===== config.mk =====
export PLATFORM = sky130hd
export DESIGN_NAME = ebr_access_arbiter
export DESIGN_NICKNAME = d
export VERILOG_FILES = /design/src/rtl/ebr_arb_pkg.sv /design/src/rtl/ebr_lane_mapper.sv /design/src/rtl/ebr_access_arbiter.sv
export SDC_FILE = /design/constraint.sdc
export NUM_CORES = 1
export LEC_CHECK = 0
export BUFFER_PORTS_ARGS = -buffer_cell sky130_fd_sc_hd__buf_4
export CELL_PAD_IN_SITES_DETAIL_PLACEMENT = 0
export CELL_PAD_IN_SITES_GLOBAL_PLACEMENT = 2
export CORE_ASPECT_RATIO = 0.8
export CORE_MARGIN = 2
export CORE_UTILIZATION = 29
export CTS_BUF_LIST = sky130_fd_sc_hd__clkbuf_2 sky130_fd_sc_hd__clkbuf_4 sky130_fd_sc_hd__clkbuf_8
export CTS_CLUSTER_DIAMETER = 100
export DETAILED_ROUTE_END_ITERATION = 10
export PLACE_DENSITY = 0.83
export SLEW_MARGIN = 20
export SYNTH_ARGS = -nofsm -noshare
export SYNTH_HDL_FRONTEND = slang
export SYNTH_SLANG_ARGS = --single-unit

===== constraint.sdc =====
create_clock -name clk -period 3.1 [get_ports clk]
set_input_delay 0 -clock clk [delete_from_list [all_inputs] [get_ports clk]]
set_output_delay 0 -clock clk [all_outputs]
set_load 0.005 [all_outputs]

===== src/rtl/ebr_arb_pkg.sv =====
// Shared definitions for the EBR access arbiter: access-width encodings,
// FSM state type and the lane-width helper.
package ebr_arb_pkg;

    localparam logic [1:0] MODE_16 = 2'd0;
    localparam logic [1:0] MODE_8  = 2'd1;
    localparam logic [1:0] MODE_4  = 2'd2;
    localparam logic [1:0] MODE_2  = 2'd3;

    typedef enum logic [1:0] {
        StIdle,
        StIssue,
        StRdWait
    } state_e;

    // Lane width in bits for a given access mode.
    function automatic logic [4:0] lane_width(input logic [1:0] mode);
        logic [4:0] w;
        case (mode)
            MODE_8:  w = 5'd8;
            MODE_4:  w = 5'd4;
            MODE_2:  w = 5'd2;
            default: w = 5'd16;
        endcase
        return w;
    endfunction

endpackage


===== src/rtl/ebr_lane_mapper.sv =====
// Combinational lane mapper: turns a (mode, lane address, data) request into
// the RAM word address, write mask, lane-replicated write data and the bit
// offset of the addressed lane. Used by both the write and read paths.
module ebr_lane_mapper
    import ebr_arb_pkg::*;
(
    input  logic [1:0]  mode,
    input  logic [10:0] addr,
    input  logic [15:0] wdata,
    output logic [7:0]  word,
    output logic [15:0] mask,
    output logic [15:0] rep_data,
    output logic [3:0]  shift
);

    logic [15:0] lane_ones;

    // Split the lane address into word/lane and replicate narrow write data.
    always_comb begin
        word     = addr[7:0];
        shift    = 4'd0;
        rep_data = wdata;
        case (mode)
            MODE_8: begin
                word     = addr[8:1];
                shift    = {addr[0], 3'b000};
                rep_data = {2{wdata[7:0]}};
            end
            MODE_4: begin
                word     = addr[9:2];
                shift    = {addr[1:0], 2'b00};
                rep_data = {4{wdata[3:0]}};
            end
            MODE_2: begin
                word     = addr[10:3];
                shift    = {addr[2:0], 1'b0};
                rep_data = {8{wdata[1:0]}};
            end
            default: ;
        endcase
    end

    // Mask is 1 for protected bits, so only the selected lane is cleared.
    always_comb begin
        lane_ones = 16'((32'd1 << lane_width(mode)) - 32'd1);
        mask      = ~(lane_ones << shift);
    end

endmodule


===== src/rtl/ebr_access_arbiter.sv =====
// Two-requester arbiter in front of a 256x16 EBR, with per-request access
// width (16/8/4/2 bits). Round-robin between requesters, one RAM access in
// flight at a time.
// Optional: define EBR_ARB_STATS_EN to add saturating per-requester grant
// counters (r0_grants / r1_grants, STATS_W bits wide).
module ebr_access_arbiter
    import ebr_arb_pkg::*;
#(
    parameter int unsigned RD_LATENCY = 1
`ifdef EBR_ARB_STATS_EN
    ,
    parameter int unsigned STATS_W    = 16
`endif
) (
    input  logic        clk,
    input  logic        resetn,

    input  logic        r0_valid,
    output logic        r0_ready,
    input  logic        r0_we,
    input  logic [1:0]  r0_mode,
    input  logic [10:0] r0_addr,
    input  logic [15:0] r0_wdata,
    output logic        r0_rvalid,
    output logic [15:0] r0_rdata,

    input  logic        r1_valid,
    output logic        r1_ready,
    input  logic        r1_we,
    input  logic [1:0]  r1_mode,
    input  logic [10:0] r1_addr,
    input  logic [15:0] r1_wdata,
    output logic        r1_rvalid,
    output logic [15:0] r1_rdata,

`ifdef EBR_ARB_STATS_EN
    output logic [STATS_W-1:0] r0_grants,
    output logic [STATS_W-1:0] r1_grants,
`endif

    output logic        ram_we,
    output logic        ram_re,
    output logic [7:0]  ram_waddr,
    output logic [7:0]  ram_raddr,
    output logic [15:0] ram_wdata,
    output logic [15:0] ram_mask,
    input  logic [15:0] ram_rdata
);

    state_e      state_q, state_d;
    logic [1:0]  cnt_q, cnt_d;
    logic        rd_done;

    logic        last_grant_q;
    logic        req_id_q;
    logic        req_we_q;
    logic [1:0]  req_mode_q;
    logic [10:0] req_addr_q;
    logic [15:0] req_wdata_q;

    logic        r0_rvalid_q, r1_rvalid_q;
    logic [15:0] r0_rdata_q, r1_rdata_q;

    logic        accept;
    logic [7:0]  map_word;
    logic [15:0] map_mask;
    logic [15:0] map_rep;
    logic [3:0]  map_shift;
    logic [15:0] lane_bits;

    ebr_lane_mapper u_mapper (
        .mode     (req_mode_q),
        .addr     (req_addr_q),
        .wdata    (req_wdata_q),
        .word     (map_word),
        .mask     (map_mask),
        .rep_data (map_rep),
        .shift    (map_shift)
    );

    // Grant in IDLE only; on contention the requester not served last wins.
    always_comb begin
        r0_ready = 1'b0;
        r1_ready = 1'b0;
        if (state_q == StIdle) begin
            if (r0_valid && (!r1_valid || last_grant_q)) begin
                r0_ready = 1'b1;
            end else if (r1_valid) begin
                r1_ready = 1'b1;
            end
        end
    end

    assign accept = r0_ready | r1_ready;

    // Next-state logic; rd_done marks the cycle whose ram_rdata is sampled.
    always_comb begin
        state_d = state_q;
        cnt_d   = cnt_q;
        rd_done = 1'b0;
        case (state_q)
            StIdle: begin
                if (accept) state_d = StIssue;
            end
            StIssue: begin
                if (req_we_q) begin
                    state_d = StIdle;
                end else begin
                    state_d = StRdWait;
                    cnt_d   = 2'(RD_LATENCY);
                end
            end
            StRdWait: begin
                cnt_d = cnt_q - 2'd1;
                if (cnt_q == 2'd1) begin
                    rd_done = 1'b1;
                    state_d = StIdle;
                end
            end
            default: state_d = StIdle;
        endcase
    end

    // FSM state and read-latency counter.
    always_ff @(posedge clk or negedge resetn) begin
        if (!resetn) begin
            state_q <= StIdle;
            cnt_q   <= 2'd0;
        end else begin
            state_q <= state_d;
            cnt_q   <= cnt_d;
        end
    end

    // Capture the winning request's payload at the accept edge.
    always_ff @(posedge clk or negedge resetn) begin
        if (!resetn) begin
            last_grant_q <= 1'b1;
            req_id_q     <= 1'b0;
            req_we_q     <= 1'b0;
            req_mode_q   <= 2'd0;
            req_addr_q   <= 11'd0;
            req_wdata_q  <= 16'd0;
        end else if (accept) begin
            last_grant_q <= r1_ready;
            req_id_q     <= r1_ready;
            req_we_q     <= r1_ready ? r1_we    : r0_we;
            req_mode_q   <= r1_ready ? r1_mode  : r0_mode;
            req_addr_q   <= r1_ready ? r1_addr  : r0_addr;
            req_wdata_q  <= r1_ready ? r1_wdata : r0_wdata;
        end
    end

    // RAM strobes and payload are only driven during ISSUE.
    always_comb begin
        ram_we    = 1'b0;
        ram_re    = 1'b0;
        ram_waddr = 8'd0;
        ram_raddr = 8'd0;
        ram_wdata = 16'd0;
        ram_mask  = 16'hFFFF;
        if (state_q == StIssue) begin
            if (req_we_q) begin
                ram_we    = 1'b1;
                ram_waddr = map_word;
                ram_wdata = map_rep;
                ram_mask  = map_mask;
            end else begin
                ram_re    = 1'b1;
                ram_raddr = map_word;
            end
        end
    end

    // Cleared mask bits mark the addressed lane; move it down to bit 0.
    assign lane_bits = (ram_rdata & ~map_mask) >> map_shift;

    // Read return: one-cycle rvalid pulse, rdata held until the next read.
    always_ff @(posedge clk or negedge resetn) begin
        if (!resetn) begin
            r0_rvalid_q <= 1'b0;
            r1_rvalid_q <= 1'b0;
            r0_rdata_q  <= 16'd0;
            r1_rdata_q  <= 16'd0;
        end else begin
            r0_rvalid_q <= rd_done & ~req_id_q;
            r1_rvalid_q <= rd_done & req_id_q;
            if (rd_done && !req_id_q) r0_rdata_q <= lane_bits;
            if (rd_done && req_id_q)  r1_rdata_q <= lane_bits;
        end
    end

    assign r0_rvalid = r0_rvalid_q;
    assign r1_rvalid = r1_rvalid_q;
    assign r0_rdata  = r0_rdata_q;
    assign r1_rdata  = r1_rdata_q;

`ifdef EBR_ARB_STATS_EN
    logic [STATS_W-1:0] r0_grants_q, r1_grants_q;

    // Saturating accept counters.
    always_ff @(posedge clk or negedge resetn) begin
        if (!resetn) begin
            r0_grants_q <= '0;
            r1_grants_q <= '0;
        end else begin
            if (r0_ready && r0_grants_q != '1) r0_grants_q <= r0_grants_q + STATS_W'(1);
            if (r1_ready && r1_grants_q != '1) r1_grants_q <= r1_grants_q + STATS_W'(1);
        end
    end

    assign r0_grants = r0_grants_q;
    assign r1_grants = r1_grants_q;
`endif

endmodule


==> results of run 1 <==
-- power groups by stage --
stage | registers (mW) | clock network [mW] | logic, mW
2_1_floorplan | 1.61 | 0 | 2.58
3_3_place_gp | 1.76 | 0 | 3.75
3_5_place_dp | 1.77 | 0 | 3.77
4_1_cts | 1.76 | 0.863 | 3.99
5_1_grt | 1.82 | 0.893 | 4.45
6_report | 1.75 | 0.840 | 3.98
-- synth_stat cells (3+ instances only) --
| cell | instances |
|---|---|
| sky130_fd_sc_hd__nand2_1 | 122 |
| sky130_fd_sc_hd__dfrtp_1 | 69 |
| sky130_fd_sc_hd__nor2_1 | 41 |
| sky130_fd_sc_hd__a22oi_1 | 32 |
| sky130_fd_sc_hd__a21oi_1 | 25 |
| sky130_fd_sc_hd__buf_2 | 22 |
| sky130_fd_sc_hd__o21ai_0 | 21 |
| sky130_fd_sc_hd__o21ai_1 | 20 |
| sky130_fd_sc_hd__mux2i_1 | 15 |
| sky130_fd_sc_hd__nand3_1 | 15 |
| sky130_fd_sc_hd__clkbuf_1 | 14 |
| sky130_fd_sc_hd__a31oi_1 | 11 |
| sky130_fd_sc_hd__and3_1 | 11 |
| sky130_fd_sc_hd__buf_4 | 10 |
| sky130_fd_sc_hd__mux2_2 | 10 |
| sky130_fd_sc_hd__inv_1 | 9 |
| sky130_fd_sc_hd__o21a_1 | 9 |
| sky130_fd_sc_hd__o31ai_1 | 9 |
| sky130_fd_sc_hd__nand2b_1 | 8 |
| sky130_fd_sc_hd__nor2b_1 | 7 |
| sky130_fd_sc_hd__o2111ai_1 | 6 |
| sky130_fd_sc_hd__o211ai_1 | 6 |
| sky130_fd_sc_hd__and2_1 | 5 |
| sky130_fd_sc_hd__nor3_1 | 4 |
| sky130_fd_sc_hd__and4b_1 | 3 |
| sky130_fd_sc_hd__buf_6 | 3 |
| sky130_fd_sc_hd__nor3b_1 | 3 |
| sky130_fd_sc_hd__o211ai_2 | 3 |
| sky130_fd_sc_hd__o22ai_1 | 3 |
-- worst min path at each step --
stage               cells after the start          from  slack [ns]      endpoint
floorplan                               0        resetn       -0.30      cnt_q[0]
global placement                        2      r0_valid        0.17  last_grant_q
detailed placement                      1        resetn        0.19  r1_rdata[15]
CTS                                     4  ram_rdata[3]        0.05   r1_rdata[3]
global route                            4  ram_rdata[3]        0.08   r0_rdata[3]
finish                                  4  ram_rdata[3]        0.07   r1_rdata[3]
-- cells by family (layout without fill, tap and decap cells) --
| group | Yosys count | after routing | synth area share (%) |
|---|---|---|---|
| XOR/XNOR | 2 | 2 | 0.544 |
| adder cells (fa/ha/maj) | 2 | 2 | 0.544 |
| AND/OR/NAND/NOR | 236 | 236 | 24.0 |
| buffers and inverters | 62 | 272 | 6.97 |
| multiplexers | 25 | 25 | 5.71 |
| flip-flops | 70 | 70 | 38.1 |
| AO/OA/AOI/OAI | 161 | 161 | 24.1 |
-- critical path, cell delays in order (launching register included) --
cell and delay, ns:
sky130_fd_sc_hd__dfrtp_2 0.59, sky130_fd_sc_hd__nand2_1 0.18, sky130_fd_sc_hd__ha_1 0.55, sky130_fd_sc_hd__and4bb_2 0.30, sky130_fd_sc_hd__o311ai_2 0.23, sky130_fd_sc_hd__o211ai_2 0.18
sky130_fd_sc_hd__mux2i_1 0.26, sky130_fd_sc_hd__o21ai_1 0.11
-- area by class of cell --
| type | count | area, µm² | share of cell area (%) |
|---|---|---|---|
| Multi-Input combinational cell | 426 | 2530 | 37.1 |
| Timing Repair Buffer | 245 | 2000 | 29.4 |
| Sequential cell | 70 | 1760 | 25.7 |
| Tap cell | 215 | 269 | 3.94 |
| Clock buffer | 10 | 131 | 1.92 |
| Clock inverter | 6 | 93.8 | 1.37 |
| Inverter | 11 | 41.3 | 0.605 |
-- state kept, by name, indices dropped and copies added, names as in the netlist --
signal        flops
last_grant_q      1
req_id_q          1
req_wdata_q      16
cnt_q             2
r1_rvalid         1
r0_rdata         16
r1_rdata         16
req_mode_q        2
state_q           2
req_we_q          1
r0_rvalid         1
req_addr_q       11
-- what timing repair did --
item / in CTS / in global routing
resized for setup: 0 / 0
endpoints found under the setup margin: 0 / 0
hold endpoints to repair: 105 / 0
setup buffers: 0 / 0
hold buffers: 66 / 0
-- metrics by stage --
step	cell area, µm²	setup slack [ns]	total power [mW]	hold WS (ns)	instances
after floorplan	4600	0.582	4.19	-0.296	558
after global placement	5940	0.612	5.51	0.173	901
after detailed placement	5940	0.547	5.55	0.185	901
after CTS	6830	0.548	6.61	0.0508	983
after global routing	6830	0.334	7.17	0.0843	983
final	6830	0.563	6.57	0.0733	983
-- metal layers --
layer  up-vias  share of wire [%]
met4         0                1.8
met5         -                  0
li1       2392                  -
met1      2292                 46
met2       152                 47
met3        20                5.4
==> results.md, run 1 <==
Timing:
- Based on the critical path, the design can be clocked at up to 394 MHz.
- The final critical-path required period is approximately 2.5 ns.
- The number of hold-slack violations in the final timing report is 0.
- Of the available clock period, the critical path in the final layout requires around 82%.
- The final max-slew violation count came to 0.
- Setup repair after global routing left no endpoint under its margin.
- The post-route setup TNS is 0 ns.
- The transition time at the pin with the least slew margin is 0.912 ns.
- In this run the tightest slew margin relative to its limit is 39.2%.
- Clock skew on the completed layout was measured at 0.0132 ns.
- The number of failing setup endpoints in the final timing report is 0.

Yosys:
- The synthesized netlist contains 61 unique library cells.
- The synthesized area is between 4000 and 5000 µm².
- Summed over its instances, the top area cell type makes up 37.6% of the synthesized netlist area.
- For this run, asynchronously set or reset flops after synthesis account for 100%.
- Yosys mapped a number of flops with a built-in enable equal to 0.
- By area the synthesized netlist is led by sky130_fd_sc_hd__dfrtp_1, sky130_fd_sc_hd__nand2_1, sky130_fd_sc_hd__a22oi_1, sky130_fd_sc_hd__nor2_1, sky130_fd_sc_hd__mux2i_1.
- The post-synthesis area per instance is roughly 8.2 µm².
- The share of the Yosys chip area taken by registers is 38.1%.
- Among all flip-flop cells after synthesis, the most frequent one is sky130_fd_sc_hd__dfrtp_1.
- The gate count of the mapped netlist is 558.
- Synthesis inferred 70 register bits.
- The number of nets handed over by synthesis was 640.
- The leading area contributor after synthesis is sky130_fd_sc_hd__dfrtp_1.
- The count of yosys warnings during synthesis is 0.

Power and ir drop:
- Sequential cells burn 26.7% of the power.
- Per report_power, the combinational group accounts for between 60 and 70% of the total.
- Summed over all nets, the switching power comes to 2.97 mW.
- The clock network accounts for around an eighth of the total power.
- The internal power consumption is between 3 and 4 mW.
- The power density normalized to cell area is slightly below 1000 nW/µm².
- The net switching fraction of the power is 45.2%.
- The leakage power is between 3 and 4 nW.
- The worst voltage drop across the vdd grid is 0.397 mV.

Final layout:
- The library cells used most frequently in the layout, excluding fill and tap cells, are sky130_fd_sc_hd__buf_4, sky130_fd_sc_hd__nand2_1, sky130_fd_sc_hd__dfrtp_1.
- The count of inserted antenna diode cells is 0.
- The synthesis-to-layout area growth is 48.5%.
- Leaving out fill and tap cells, the most frequent cell in the layout is sky130_fd_sc_hd__buf_4.
- Of the cells placed in the final design, the portion with a size suffix greater than 1 is approximately 29%.
- The number of filler instances in the final layout is 1586.
- The layout net count is 845.
- The final cell utilization of the core is a little over two fifths.

Global route:
- The via count of the first global-routing pass is 4941.
- The met3 global-route usage is 4.59%.
- The number of antenna violations at the first check in global routing is 0.
- The fraction of met1 tracks used by global routing is 25.7%.
- The total overflow reported by the global router is 0.
- Global routing used between 10% and 20% of the available tracks.
- The wire length of the first global-routing pass is 25500 µm.
- The layer with the highest usage after global routing is met2.
- The met2 layer usage reported by global route is 31.9%.
- The largest net degree at the start of global routing is 71.

Worst setup path:
- The worst setup path is launched from a flop.
- The startpoint identified for the worst register-to-register timing path is req_mode_q[1].
- The endpoint of the most critical register-to-register path is r0_rdata[8].
- The worst setup path is captured at a flop.
- Of all nets on the critical path, the largest fanout is 19.
- The most critical setup path has its endpoint at r0_rdata[8].
- The critical setup path kind is flop to flop.
- Data arrives at the worst endpoint at 2.77 ns.
- Measured in cells, the most critical reg-to-reg path has a length of 7.
- Tracing the worst setup path back leads to its startpoint at req_mode_q[1].
- Setup slack on the worst reg-to-reg path comes out at 0.56 ns.
- At the worst endpoint, the required time is 3.33 ns.

Clocking:
- The CTS tree is built.
- The H-tree was split into 3 levels.
- In this run the deepest clock path goes through 2 buffers.
- The clock sink total is 70.
- Clock latency on the worst-skew pair, taken at its later pin, is 0.35 ns.
- After clock tree synthesis, the clock-pin slew on the worst setup and hold paths is around 0.080 ns.
- The number of buffers inserted during clock tree synthesis is 9.
- Clock tree synthesis selected as its root buffer the cell sky130_fd_sc_hd__clkbuf_8.

Floorplan:
- The floorplan step defined a die boundary enclosing ~17000 µm².
- The starting utilization of the core area is 29.4%.
- The height of the die is 117 µm.
- Pin placement for this block handled 166 I/O pins.
- The floorplan die width is 145 µm.
- The initialized floorplan defines about 40 standard-cell rows.
- The total area inside the core boundary comes to 15600 µm².

Route:
- In the final routed layout, each cell accounts on average for 16.4 µm.
- After detailed routing, the number of vias per cell comes to around 4.9.
- After the first detailed-routing iteration, the DRC count stood at 279.
- The number of iterations in the first detailed-routing pass is 6.
- The count of nets left with antenna violations once routing finished came out at 0.
- The via count is 4856.
- After detailed routing, the number of remaining DRC violations is 0.
- For this block, the routed nets add up to 16100 µm of wire.

Place:
- During placement, the flow inserted port buffers numbering 165.
- The HPWL after detailed placement is approximately 12000 µm.
- The last weighted congestion value of the routability-driven placer is 0.879.

Outcome:
- The flow ran to the end, and the final reports show no timing, DRC or antenna violations.

Flow run:
- The total of max-cap violations is 0.

Worst hold path:
- The worst min-delay path class is input pin to flop.
Power figures use the tool's default switching activity.
==> inputs of run 2 (changes only) <==
CORE_UTILIZATION = 26   (was 29)
PLACE_DENSITY = 0.79   (was 0.83)
clock period = 2.3 ns   (was 3.1 ns; I/O delays follow)
==> run 2 against run 1 <==
Against the previous run: combinational power increased by 44%; largest power group unchanged; worst setup slack got worse by 0.42 ns; cell area increased by 2.1%; critical path type is now flop to primary output; core utilization decreased by 3.4 points; power increased by 43%; via count increased by 2.1%; count of clock-buffer cells in the layout increased by 1; non-clock buffer count increased by 4; critical path depth decreased by 1; first-iteration DRC count increased by 11%; largest cell class unchanged.
==> results.md, run 2 (synthesis gave the netlist of run 1 again) <==
Outcome:
- The run finished with clean final reports.

Worst setup path:
- The setup check on the worst reg-to-reg path leaves a slack of 0.15 ns.
- The depth of the worst register-to-register path is 6.
- The largest stage delay on the critical path is 0.43 ns.
- The signal on the critical path passes through buf_4, or2_4, a32oi_4, buf_4, o2111ai_1, buf_4.
- The worst setup path is captured at a primary output.
- The start of the worst register-to-register path is state_q[0].
- The critical path in this run is classified as flop to primary output.
- At the worst endpoint, the arrival time is 2.16 ns.
- The worst register-to-register path ends at req_addr_q[1].
- On the critical path, the stage with the largest delay is an instance of sky130_fd_sc_hd__dfrtp_2.
- The sort of element at the start of the critical path is a flop.
- In this design, the largest share of critical-path delay is due to buffers and inverters.
- STA puts the critical path data required time at 2.30 ns.
- The maximum fanout encountered on the critical timing path is 22.
- In this design, the critical path's most frequently occurring cell is sky130_fd_sc_hd__buf_4.
- Together, buffers and inverters on the worst path number 3.
- The number of logic stages on the critical path including buffering is 6.

Route:
- The number of design-rule violations left by the first detailed-router iteration is 310.
- The pre-antenna-repair detailed-routing pass consisted of 4 iterations.
- In the routed design, unresolved DRC markers number 0.
- The via count is 4959.
- The via density per instance is between 4 and 5.
- The number of nets with antenna violations after detailed routing is 0.
- For this block, the routed nets add up to around 17000 µm of wire.
- The wire length per cell is 17.0 µm.

Floorplan:
- The number of rows in the core area is 43.
- The floorplan die width is approximately 150 µm.
- The initial utilization of the core area, before any placement, comes to 26.5%.
- After floorplanning, the core was sized to cover approximately 17000 µm².
- The die covers 18800 µm².
- The height of the die is approximately 120 µm.
- about 170 I/O pins were placed.

Clocking:
- CTS saw 70 sinks.
- The number of buffers inserted during clock tree synthesis is 9.
- The number of buffers between clock root and the deepest sink is 2.
- The CTS clock-pin slew for the worst setup and hold paths is 0.07 ns.
- The maximum level of the CTS H-tree is 3.
- For the worst-skew pair, the clock arrives at the later sink with an insertion delay of between 0.3 and 0.4 ns.
- TritonCTS built the clock tree.
- The setup fix buffers added after clock tree synthesis is 0.
- CTS placed an instance of sky130_fd_sc_hd__clkbuf_8 at the clock tree root.

Timing:
- In the post-route analysis, the smallest setup slack over all paths is around 0.14 ns.
- Setup violations remaining at the end of the flow were counted as 0.
- Between clock sinks in the finished design, the worst skew comes to 0.00950 ns.
- The worst hold slack is 0.0327 ns.
- The final max-slew violation count is 0.
- The final critical-path required period is 2.16 ns.
- Setup total negative slack on the finished layout was measured at 0 ns.
- The maximum clock frequency is 463 MHz.
- The number of hold-slack violations in the final timing report is 0.
- After layout, the worst path uses 93.9% of the clock period.
- The transition time at the pin with the least slew margin is 0.902 ns.
- The worst relative slew slack is around two fifths.
- Setup repair after global routing left no endpoint under its margin.

Final layout:
- The synthesis-to-layout area growth is 51.5%.
- The count of inserted antenna diode cells is 0.
- Of the cells placed in the final design, the portion with a size suffix greater than 1 is 30.3%.
- The most common cell after layout, fill and taps aside is sky130_fd_sc_hd__buf_4.
- The final cell utilization of the core is 40.2%.
- In the layout the commonest cells are sky130_fd_sc_hd__buf_4, sky130_fd_sc_hd__nand2_1, sky130_fd_sc_hd__dfrtp_1.
- After the last flow step, the layout net total stands at 849.

Global route:
- Entering global routing, the biggest net connects 71 pins.
- The number of antenna violations at the first check in global routing is 0.
- After global routing the overflow that remains totals 0.
- Across every metal layer, demand over resource in global routing totals 17.9%.
- The wire length of the first global-routing pass is 26800 µm.
- The via count of the first global-routing pass is 4884.

Place:
- Once detailed placement completed, the half-perimeter wirelength came to 12500 µm.
- Before CTS, the worst setup slack after placement is between 0.15 and 0.2 ns.
- The total of buffers placed on input and output ports is 165.
- At the end of routability-driven placement, the weighted congestion stood at 0.828.

Flow run:
- The total of max-cap violations is 0.

Worst hold path:
- For hold timing, the worst endpoint is r0_rdata[14].
- The origin of the worst min-delay path is ram_rdata[14].
- The worst min-delay path class is input pin to flop.
- The number of stages on the worst hold path is 3.

Power and ir drop:
- The worst voltage drop across the vdd grid is approximately 0.42 mV.
- The leakage power is ~3.2 nW.
- Dividing total power by cell area gives a power density of 1350 nW/µm².
- The total power is 9.41 mW.
[run 2: report_power, final]
part | switching, mW | total (mW) | leakage (nW) | internal, mW
sequential | 0.483 | 2.30 | 0.847 | 1.82
clock | 0.481 | 1.36 | 0.138 | 0.877
combinational | 3.17 | 5.75 | 2.22 | 2.58
[run 2: metrics by stage]
stage,std cells,cell area [µm²]
CTS,997,6940
floorplan,558,4660
detailed placement,917,6030
global placement,917,6030
global route,997,6970
finish,997,6970
[run 2: final cells by class]
cell class	instances	area, µm²
fill	1773	10400
clock inverter	5	129
clock buffer	11	145
multi-input combinational	426	2560
sequential	70	1760
tap	225	282
timing repair buffer	249	2050
inverter	11	41.3
[run 2: worst max path at each step]
stage	from	endpoint	slack (ns)
global route	req_mode_q[1]	r1_rdata[8]	0.01
detailed placement	req_mode_q[0]	r0_rdata[8]	0.16
floorplan	req_mode_q[0]	r0_rdata[8]	-0.01
global placement	req_mode_q[0]	r0_rdata[8]	0.21
finish	req_mode_q[0]	ram_mask[5]	0.14
CTS	req_mode_q[0]	ram_mask[3]	0.01
[run 2: metal layers]
metal	vias up	global-route usage, %	part of all wire [%]
li1	2398	-	-
met1	2386	24.4	47
met2	164	29.7	47
met3	11	4.17	5.6
met4	0	2.95	0.75
met5	-	0	0
[run 2: worst reg2reg max path: cells and delay by family, from the launching register on]
| kind | cells | cell delay (ns) |
|---|---|---|
| buf+inv | 2 | 0.87 |
| compound gates | 2 | 0.26 |
| simple gates | 2 | 0.51 |
| flops | 1 | 0.44 |
[run 2: repair_timing]
item,4_1_cts,5_1_grt
gates resized for setup,0,5
endpoints found under the setup margin,0,34
endpoints found under the hold margin,101,0
hold buffers,64,0
